$ cat src/rtl/cu_pkg.sv
// -----------------------------------------------------------------------------
// cu_pkg -- shared definitions for the basic-computer control unit.
//
// Holds the memory-reference opcodes, the register-reference bit masks
// (applied to the 12-bit address field of IR), the bus-select and
// accumulator-operation encodings driven on busSel/acOp, and the
// sequence-counter geometry used by seq_counter.
// -----------------------------------------------------------------------------
package cu_pkg;

  // Sequence counter: timing states T0..T6.
  localparam int SC_W      = 3;
  localparam int SC_STATES = 7;
  localparam logic [SC_W-1:0] SC_LAST = 3'd6;

  // Width of the register-reference field (low bits of IR).
  localparam int RR_W = 12;

  // Memory-reference opcodes (IR[14:12]); 7 selects register-reference / I/O.
  localparam logic [2:0] OP_AND = 3'd0;
  localparam logic [2:0] OP_ADD = 3'd1;
  localparam logic [2:0] OP_LDA = 3'd2;
  localparam logic [2:0] OP_STA = 3'd3;
  localparam logic [2:0] OP_BUN = 3'd4;
  localparam logic [2:0] OP_BSA = 3'd5;
  localparam logic [2:0] OP_ISZ = 3'd6;
  localparam logic [2:0] OP_REG = 3'd7;

  // Register-reference bit masks.
  localparam logic [RR_W-1:0] RR_CLA = 12'h800;
  localparam logic [RR_W-1:0] RR_CLE = 12'h400;
  localparam logic [RR_W-1:0] RR_CMA = 12'h200;
  localparam logic [RR_W-1:0] RR_CME = 12'h100;
  localparam logic [RR_W-1:0] RR_CIR = 12'h080;
  localparam logic [RR_W-1:0] RR_CIL = 12'h040;
  localparam logic [RR_W-1:0] RR_INC = 12'h020;
  localparam logic [RR_W-1:0] RR_SPA = 12'h010;
  localparam logic [RR_W-1:0] RR_SNA = 12'h008;
  localparam logic [RR_W-1:0] RR_SZA = 12'h004;
  localparam logic [RR_W-1:0] RR_SZE = 12'h002;
  localparam logic [RR_W-1:0] RR_HLT = 12'h001;

  // Common-bus source select.
  typedef enum logic [2:0] {
    BUS_NONE = 3'd0,
    BUS_AR   = 3'd1,
    BUS_PC   = 3'd2,
    BUS_DR   = 3'd3,
    BUS_AC   = 3'd4,
    BUS_IR   = 3'd5,
    BUS_MEM  = 3'd6
  } bus_sel_e;

  // Accumulator operation.
  typedef enum logic [3:0] {
    AC_NOP  = 4'd0,
    AC_AND  = 4'd1,
    AC_ADD  = 4'd2,
    AC_LOAD = 4'd3,
    AC_CLA  = 4'd4,
    AC_CLE  = 4'd5,
    AC_CMA  = 4'd6,
    AC_CME  = 4'd7,
    AC_CIR  = 4'd8,
    AC_CIL  = 4'd9,
    AC_INC  = 4'd10
  } ac_op_e;

  // Top-level sequencing phase of the control unit.
  typedef enum logic [1:0] {
    PH_RESET = 2'd0,  // in or just out of reset, waiting for the first edge
    PH_INIT  = 2'd1,  // one-cycle PC clear
    PH_RUN   = 2'd2,  // normal fetch/decode/execute
    PH_HALT  = 2'd3   // frozen until reset
  } phase_e;

  // acOp carries a single operation, so when several accumulator bits of a
  // register-reference instruction are set, the most significant one wins.
  function automatic ac_op_e rr_ac_op(input logic [RR_W-1:0] rr);
    if (|(rr & RR_CLA)) return AC_CLA;
    if (|(rr & RR_CLE)) return AC_CLE;
    if (|(rr & RR_CMA)) return AC_CMA;
    if (|(rr & RR_CME)) return AC_CME;
    if (|(rr & RR_CIR)) return AC_CIR;
    if (|(rr & RR_CIL)) return AC_CIL;
    if (|(rr & RR_INC)) return AC_INC;
    return AC_NOP;
  endfunction

endpackage

$ cat src/rtl/seq_counter.sv
// -----------------------------------------------------------------------------
// seq_counter -- 3-bit timing-state counter with one-hot T decode.
//
// Ports:
//   clk    in   clock, rising edge
//   rst_n  in   asynchronous active-low reset (count -> 0)
//   clr    in   synchronous clear: next count is 0
//   inc    in   advance the count by one when not clearing
//   count  out  current sequence count (0..6)
//   t      out  one-hot timing states T0..T6
// The count wraps from 6 back to 0, so it never reaches 7.
// -----------------------------------------------------------------------------
module seq_counter
  import cu_pkg::*;
(
  input  logic                 clk,
  input  logic                 rst_n,
  input  logic                 clr,
  input  logic                 inc,
  output logic [SC_W-1:0]      count,
  output logic [SC_STATES-1:0] t
);

  // NOTE: state registers use non-blocking assignment so every flop samples
  // its inputs as they were before the clock edge, independent of block order.
  always_ff @(posedge clk or negedge rst_n) begin
    if (!rst_n) begin
      count <= '0;
    end else if (clr || count == SC_LAST) begin
      count <= '0;
    end else if (inc) begin
      count <= count + 3'd1;
    end
  end

  // NOTE: assigning a default at the top of every combinational block keeps
  // each output driven on every path, so no latch is inferred.
  always_comb begin
    t = '0;
    for (int i = 0; i < SC_STATES; i++) begin
      t[i] = (count == 3'(i));
    end
  end

endmodule

$ cat src/rtl/control_unit.sv
// -----------------------------------------------------------------------------
// control_unit -- hardwired control for a basic accumulator computer.
//
// Sequences fetch (T0..T2), indirect/decode (T3) and execute (T4..T6) and
// decodes the timing state, the latched opcode/indirect bit and the IR
// address field into datapath strobes.
//
// Parameters:
//   DATA_W  instruction/data word width (IR width)
//   ADDR_W  address/PC width; IR[ADDR_W+2:ADDR_W] is the opcode
// Ports:
//   CLK, RST_N              clock (rising edge), async active-low reset
//   IR                      current instruction register contents
//   irLD arLD arINR drLD drINR memRD memWR   datapath strobes
//   pcLD pcINR pcCLR ISZ SPA SNA SZA SZE     PC register controls
//   busSel / acOp           bus source and AC operation (cu_pkg encodings)
//   sc                      sequence count (timing state number)
//   halted                  set by the halt instruction
//
// Build option: define CU_HALT_EN to make register-reference bit 0x001 halt
// the machine until reset; otherwise that bit is a no-op and halted is 0.
//
// After reset is released the first clock edge enters a one-cycle INIT phase
// (pcCLR only, sc held at 0); the next edge starts T0. All strobes are gated
// by the run phase, which the async reset clears immediately, so an aborted
// instruction never completes a pending memory write.
// -----------------------------------------------------------------------------
module control_unit
  import cu_pkg::*;
#(
  parameter int DATA_W = 16,
  parameter int ADDR_W = 12
) (
  input  logic              CLK,
  input  logic              RST_N,
  input  logic [DATA_W-1:0] IR,
  output logic              irLD,
  output logic              arLD,
  output logic              arINR,
  output logic              drLD,
  output logic              drINR,
  output logic              memRD,
  output logic              memWR,
  output logic              pcLD,
  output logic              pcINR,
  output logic              pcCLR,
  output logic              ISZ,
  output logic              SPA,
  output logic              SNA,
  output logic              SZA,
  output logic              SZE,
  output logic [2:0]        busSel,
  output logic [3:0]        acOp,
  output logic [2:0]        sc,
  output logic              halted
);

  phase_e                 phase;
  logic                   run;
  logic                   sc_clr;
  logic                   halt_req;
  logic [SC_STATES-1:0]   t;
  logic [2:0]             opcode;
  logic                   ind;
  logic [RR_W-1:0]        rr;

  assign rr  = IR[RR_W-1:0];
  assign run = (phase == PH_RUN);

  seq_counter u_seq (
    .clk   (CLK),
    .rst_n (RST_N),
    .clr   (sc_clr),
    .inc   (run),
    .count (sc),
    .t     (t)
  );

  // Phase sequencing: reset -> INIT -> RUN, with an optional exit to HALT.
  always_ff @(posedge CLK or negedge RST_N) begin
    if (!RST_N) begin
      phase <= PH_RESET;
    end else begin
      case (phase)
        PH_RESET: phase <= PH_INIT;
        PH_INIT:  phase <= PH_RUN;
        PH_RUN:   if (halt_req) phase <= PH_HALT;
        PH_HALT:  phase <= PH_HALT;
        default:  phase <= PH_RESET;
      endcase
    end
  end

  // Opcode and indirect bit are captured at the end of T2, once IR holds the
  // freshly fetched word; later states decode from these copies.
  always_ff @(posedge CLK or negedge RST_N) begin
    if (!RST_N) begin
      opcode <= OP_AND;
      ind    <= 1'b0;
    end else if (run && t[2]) begin
      opcode <= IR[ADDR_W+2:ADDR_W];
      ind    <= IR[DATA_W-1];
    end
  end

`ifdef CU_HALT_EN
  assign halt_req = run && t[3] && (opcode == OP_REG) && !ind && |(rr & RR_HLT);
  assign halted   = (phase == PH_HALT);
`else
  logic unused_hlt_bit;
  assign unused_hlt_bit = |(rr & RR_HLT);
  assign halt_req       = 1'b0;
  assign halted         = 1'b0;
`endif

  // Sequence-counter clear: held outside the run phase, and at the last
  // timing state of each instruction class so the next cycle is T0.
  always_comb begin
    sc_clr = !run;
    if (run) begin
      if (t[3] && opcode == OP_REG) sc_clr = 1'b1;
      if (t[4] && (opcode == OP_STA || opcode == OP_BUN)) sc_clr = 1'b1;
      if (t[5] && (opcode == OP_AND || opcode == OP_ADD ||
                   opcode == OP_LDA || opcode == OP_BSA)) sc_clr = 1'b1;
      if (t[6]) sc_clr = 1'b1;
    end
  end

  // Strobe decode. pcCLR belongs to the INIT phase; everything else is a
  // function of the timing state while running.
  always_comb begin
    irLD   = 1'b0;
    arLD   = 1'b0;
    arINR  = 1'b0;
    drLD   = 1'b0;
    drINR  = 1'b0;
    memRD  = 1'b0;
    memWR  = 1'b0;
    pcLD   = 1'b0;
    pcINR  = 1'b0;
    pcCLR  = (phase == PH_INIT);
    ISZ    = 1'b0;
    SPA    = 1'b0;
    SNA    = 1'b0;
    SZA    = 1'b0;
    SZE    = 1'b0;
    busSel = BUS_NONE;
    acOp   = AC_NOP;

    if (run) begin
      // Fetch.
      if (t[0]) begin
        busSel = BUS_PC;
        arLD   = 1'b1;
      end
      if (t[1]) begin
        memRD = 1'b1;
        irLD  = 1'b1;
        pcINR = 1'b1;
      end
      // Decode: address field onto AR.
      if (t[2]) begin
        busSel = BUS_IR;
        arLD   = 1'b1;
      end
      // Indirect fetch, or register-reference execute.
      if (t[3]) begin
        if (opcode != OP_REG) begin
          if (ind) begin
            memRD  = 1'b1;
            arLD   = 1'b1;
            busSel = BUS_MEM;
          end
        end else if (!ind) begin
          acOp = rr_ac_op(rr);
          SPA  = |(rr & RR_SPA);
          SNA  = |(rr & RR_SNA);
          SZA  = |(rr & RR_SZA);
          SZE  = |(rr & RR_SZE);
        end
      end
      // Memory-reference execute.
      if (t[4]) begin
        case (opcode)
          OP_AND, OP_ADD, OP_LDA, OP_ISZ: begin
            memRD = 1'b1;
            drLD  = 1'b1;
          end
          OP_STA: begin
            memWR  = 1'b1;
            busSel = BUS_AC;
          end
          OP_BUN: begin
            pcLD   = 1'b1;
            busSel = BUS_AR;
          end
          OP_BSA: begin
            memWR  = 1'b1;
            arINR  = 1'b1;
            busSel = BUS_PC;
          end
          default: ;
        endcase
      end
      if (t[5]) begin
        case (opcode)
          OP_AND: acOp = AC_AND;
          OP_ADD: acOp = AC_ADD;
          OP_LDA: acOp = AC_LOAD;
          OP_BSA: begin
            pcLD   = 1'b1;
            busSel = BUS_AR;
          end
          OP_ISZ: drINR = 1'b1;
          default: ;
        endcase
      end
      // Only ISZ reaches T6: write back the incremented word and let the PC
      // skip when it became zero.
      if (t[6]) begin
        memWR  = 1'b1;
        busSel = BUS_DR;
        ISZ    = 1'b1;
      end
    end
  end

endmodule

$ cat config.mk
export PLATFORM = sky130hd
export DESIGN_NAME = control_unit
export DESIGN_NICKNAME = d
export VERILOG_FILES = /design/src/rtl/cu_pkg.sv /design/src/rtl/seq_counter.sv /design/src/rtl/control_unit.sv
export SDC_FILE = /design/constraint.sdc
export NUM_CORES = 1
export LEC_CHECK = 0
export ABC_AREA = 1
export CAP_MARGIN = 20
export CORE_MARGIN = 8
export CORE_UTILIZATION = 35
export DETAILED_ROUTE_END_ITERATION = 8
export GPL_TIMING_DRIVEN = 0
export PLACE_DENSITY = 0.83
export SYNTH_ARGS = -nofsm -noshare
export SYNTH_HDL_FRONTEND = slang
export SYNTH_SLANG_ARGS = --single-unit
$ cat constraint.sdc
create_clock -name CLK -period 1.4 [get_ports CLK]
set_input_delay 0.28 -clock CLK [delete_from_list [all_inputs] [get_ports CLK]]
set_output_delay 0.28 -clock CLK [all_outputs]
set_load 0.02 [all_outputs]
Word-level counts from Yosys, hierarchy flattened
Index checks and enable logic that the tools add are counted.
{"block": "word_totals", "register_bits": 9, "latchBits": 0, "mem_bits_rw": 0, "mem_bits_ro": 0, "input_bits": 18, "output_inout_bits": 26, "wordCells": 205, "memories": 0}
{"block": "classes", "n_addsub": 1, "n_mul": 0, "div_mod_pow": 0, "n_lt_le_gt_ge": 0, "eq_ne": 17, "n_shift": 0, "mux": 167, "n_bitwise": 0, "reduce_logical": 16}
{"cell": "$mux 4", "count": 41}
{"cell": "$mux 1", "count": 111}
{"cell": "$mux 3", "count": 11}
{"cell": "$eq 3x3->1 const B", "count": 7}
{"cell": "$eq 3x2->1 const B", "count": 4}
{"cell": "$pmux 4 s3", "count": 1}
{"cell": "$pmux 3 s3", "count": 1}
{"cell": "$eq 3x1->1 const B", "count": 2}
{"cell": "$logic_not 3->1", "count": 2}
{"cell": "$pmux 2 s3", "count": 1}
{"cell": "$logic_or 1x1->1", "count": 5}
{"cell": "$eq 2x2->1 const B", "count": 2}
{"cell": "$logic_and 1x1->1", "count": 4}
{"cell": "$reduce_or 4->1", "count": 1}
{"cell": "$add 3x1->3 const B", "count": 1}
{"cell": "$ne 3x3->1 const B", "count": 1}
{"cell": "$eq 2x1->1 const B", "count": 1}
{"cell": "$logic_not 2->1", "count": 1}
{"cell": "$mux 2", "count": 1}
{"cell": "$reduce_bool 2->1", "count": 1}
{"cell": "$reduce_or 2->1", "count": 1}
{"cell": "$logic_not 1->1", "count": 1}

Longest topological paths before layout
{"block": "depth", "word_depth": 63, "mapped_depth": 10, "mapped_depth_nobuf": 10}

Modules after synthesis
A second synthesis with hierarchy kept.
{"block": "unflattened", "hier_cells": 155, "hier_area_um2": 937.1}
{"module": "control_unit", "n_inst": 1, "cells_per_inst": 118, "area_per_inst_um2": 653.1, "seq_area_each_um2": 150.1}
{"module": "seq_counter", "n_inst": 1, "cells_per_inst": 37, "area_per_inst_um2": 284.0, "seq_area_each_um2": 75.1}

Least setup slack after synthesis
Ideal clock, no wire load.
{"block": "synth_timing", "path_type": "register to output", "startpoint": "register u_seq.count[1]", "endpoint": "output drINR", "arrival_ps": 1508, "required_time_ps": 1120, "slack_ps": -388, "path_stages_with_launch": 5, "cell_sequence": "dfrtp_1 -> inv_1 -> ha_1 -> nand2_1 -> nor4_1"}
{"block": "synth_via", "elab_chain_len": 3}
{"element": "start, declared", "line_no": "seq_counter.sv:20", "rtl": "output logic [SC_W-1:0] count,"}
{"element": "start signal, assigned", "line_no": "seq_counter.sv:32", "rtl": "count <= count + 3'd1;"}
{"element": "$eq 3x3->1", "line_no": "seq_counter.sv:41", "rtl": "t[i] = (count == 3'(i));"}
{"element": "$mux 1", "line_no": "control_unit.sv:205", "rtl": "if (t[5]) begin"}
{"element": "$mux 1", "line_no": "control_unit.sv:150", "rtl": "if (run) begin"}
{"element": "end, declared", "line_no": "control_unit.sv:41", "rtl": "output logic drINR,"}
Every way passes these cells.

Worst setup path in the final report
{"block": "layout_timing", "startpoint": "register u_seq.count[0]", "endpoint": "output acOp[1]"}
{"block": "layout_via", "elab_chain_len": 5, "word_cells_on_any_way": 6}
{"element": "$eq 3x2->1", "line_no": "seq_counter.sv:41"}
{"element": "$mux 4", "line_no": "control_unit.sv:167", "rtl": "if (t[3]) begin"}
{"element": "$pmux 4 s3", "line_no": "control_unit.sv:206", "rtl": "case (opcode)"}
{"element": "$mux 4 (*)", "line_no": "control_unit.sv:205"}
{"element": "$mux 4 (*)", "line_no": "control_unit.sv:150"}
{"element": "end, declared", "line_no": "control_unit.sv:53", "rtl": "output logic [3:0] acOp,"}
Every way passes the cells marked *; elsewhere a longest branch is shown, timed or not.

==> metrics.yaml <==
routing:
  routed_wirelength_um: 3031
  dr.pass1.iters: 4
  routedWlPerCell_um: 13.59
  drcViolationCount: 0
  vias_per_cell: 4.978
  vias: 1110
  ant_nets: 0
  drtIter0Drc: 30
cts:
  clk_latency_ns: 0.26
  h-tree-depth: 1
  root_buffer: "clkbuf_4"
  clk_pin_slew_ns: 0.06
  cts_buffers: 3
  numClockSinks: 9
  cts_tree: "built"
  max-clock-path-buffers: 2
  postCtsHoldBufs: 0
layout:
  diodes: 0
  layout-drive-gt1-share: 0.4870
  nets: 217
  finalNonFillerCells: 223
  final_common_cell: "nand2_1"
  layout_common_cells: "nand2_1, buf_4, inv_1"
  fill_cells: 204
  syn_to_final_growth_pct: 90.95
die:
  rows: 18
  io_pins: 44
  dieArea_um2: 4288
  die_h_um: 65.49
  start_util: 0.3590
  fp.coreArea_um2: 2387
  die_w_um: 65.49
synth:
  syn-cell-area_um2: 857.1
  synth-seq-area-share: 0.2628
  syn-num-nets: 163
  ys_seq_elements: 9
  ys_types: 23
  syn_inst: 140
  yosysWarnings: 0
  postSynthAreaPerCell_um2: 6.122
place:
  dp_cells: 211
  io_buffers: 41
  gp_congestion: 0.8107
  dpl.hpwl_um: 2412
outcome:
  violations: "negative setup slack"
  status: "finished with violations"
sta:
  slew_viol_final: 0
  min_period_ns: 1.987
  hold_violations: 0
  setup_viol: 24
  setup_ws_ns: -0.5871
  max_freq_ghz: 0.5033
  post-route-period-util: 1.419
  skew_ns: 0.0004818
  rsz0062_at_grt: "yes"
  worst_hold_slack_ns: 0.2984
global_route:
  grt_pass1_vias: 1184
  antenna_found_initial: 0
  grt_pass1_wl_um: 5133
  grt_max_degree: 11
  grt_overflow: 0
  grt_usage: 0.1488
worst_setup_path:
  regToRegStartpoint: "u_seq.count[0]"
  r2r_end: "u_seq.count[1]"
  cp-start-kind: "register"
  ff2ff_setup_slack_ns: -0.11
  critical_path_class: "reg2out"
  crit_fanout: 4
  arrival_ns: 1.71
  cp-end-kind: "output pin"
  required_ns: 1.12
  rr_worst_depth: 8
power_and_ir_drop:
  vdd_ir_drop_max_v: 0.001586
  p_leak_nw: 0.7897
  p_per_area_nw_per_um2: 1793
  total_power_mw: 2.934
job:
  cap_violations: 0
hold_path:
  hold_path_class: "in2async"
[power by group]
group	switching [mW]	leakage, nW	total [mW]	internal [mW]
sequential	0.138	0.101	0.512	0.374
clock	0.0899	0.0150	0.200	0.110
combinational	1.29	0.674	2.22	0.932
[worst max-delay path: stages, from the launching register on]
cell and delay [ns]:
dfrtp_2 0.41, ha_4 0.15, ha_4 0.12, nand4_1 0.16, nor2_4 0.20, nand3_2 0.12, a21oi_4 0.15, buf_6 0.13
[cell families after synthesis]
group           share of synthesized area
compound gates                    0.09781
fa+ha+maj                         0.07299
buf+inv                            0.1387
flops                              0.2628
other cells                      0.004375
simple gates                       0.4234
[final cells by class]
| class | count | area, µm² | area share |
|---|---|---|---|
| clock buffer | 4 | 26.28 | 0.01606 |
| timing repair buffer | 49 | 449.2 | 0.2745 |
| tap | 30 | 37.54 | 0.02294 |
| multi-input combinational | 102 | 767.0 | 0.4687 |
| sequential | 9 | 229.0 | 0.1399 |
| buffer | 4 | 31.28 | 0.01911 |
| inverter | 25 | 96.34 | 0.05887 |
[Yosys cell counts]
library cell	n	area, µm²
ha_1	5	62.56
inv_1	23	86.33
o21ai_1	1	5.000
o21ai_2	1	8.760
buf_4	2	15.01
dfrtp_1	9	225.2
nor3_1	2	10.01
inv_2	2	7.510
a21oi_1	8	40.04
o211ai_1	1	7.510
conb_1	1	3.750
nand3_1	11	55.05
nor2_2	1	6.260
nand3_2	1	10.01
nor2_1	19	71.32
o21ai_0	2	10.01
nand4_1	3	18.77
nor4_1	1	6.260
a31oi_1	2	12.51
buf_2	2	10.01
nor2_4	2	22.52
nor3b_2	1	12.51
nand2_1	40	150.1
[worst max-delay path by stage]
stage | start | to | slack (ns) | cells past startpoint
finish | u_seq.count[0] | acOp[1] | -0.59 | 7
global route | u_seq.count[0] | acOp[1] | -0.69 | 7
CTS | u_seq.count[0] | acOp[1] | -0.62 | 7
detailed placement | u_seq.count[2] | acOp[1] | -0.82 | 7
global placement | u_seq.count[2] | acOp[1] | -0.78 | 7
floorplan | u_seq.count[0] | acOp[1] | -0.20 | 6
[sequential cells by signal, indices dropped and copies added (netlist names)]
signal       cells
opcode           3
phase            2
u_seq.count      3
ind              1
[timing repair]
item,4_1_cts,5_1_grt
setup buffers,7,1
resized for setup,135,8
setup endpoints to repair,32,31
pin swaps,5,4
[routing by layer]
layer	share of wire	vias up	GRT usage
li1	-	544	-
met1	0.38	519	0.1468
met2	0.55	38	0.2841
met3	0.047	9	0.02721
met4	0.023	0	0.08174
met5	0	-	0
[stage by stage]
stage          worst slack (ns)  utilization  setup TNS, ns  area (µm²)
2_1_floorplan           -0.1976            -         -2.667        1037
3_3_place_gp            -0.7758       0.6221         -14.04        1485
3_5_place_dp            -0.8234       0.6221         -14.63        1485
4_1_cts                 -0.6171       0.6766         -10.73        1615
5_1_grt                 -0.6938       0.6855         -13.33        1637
6_report                -0.5871       0.6855         -10.61        1637
(Power assumes the default switching activity.)
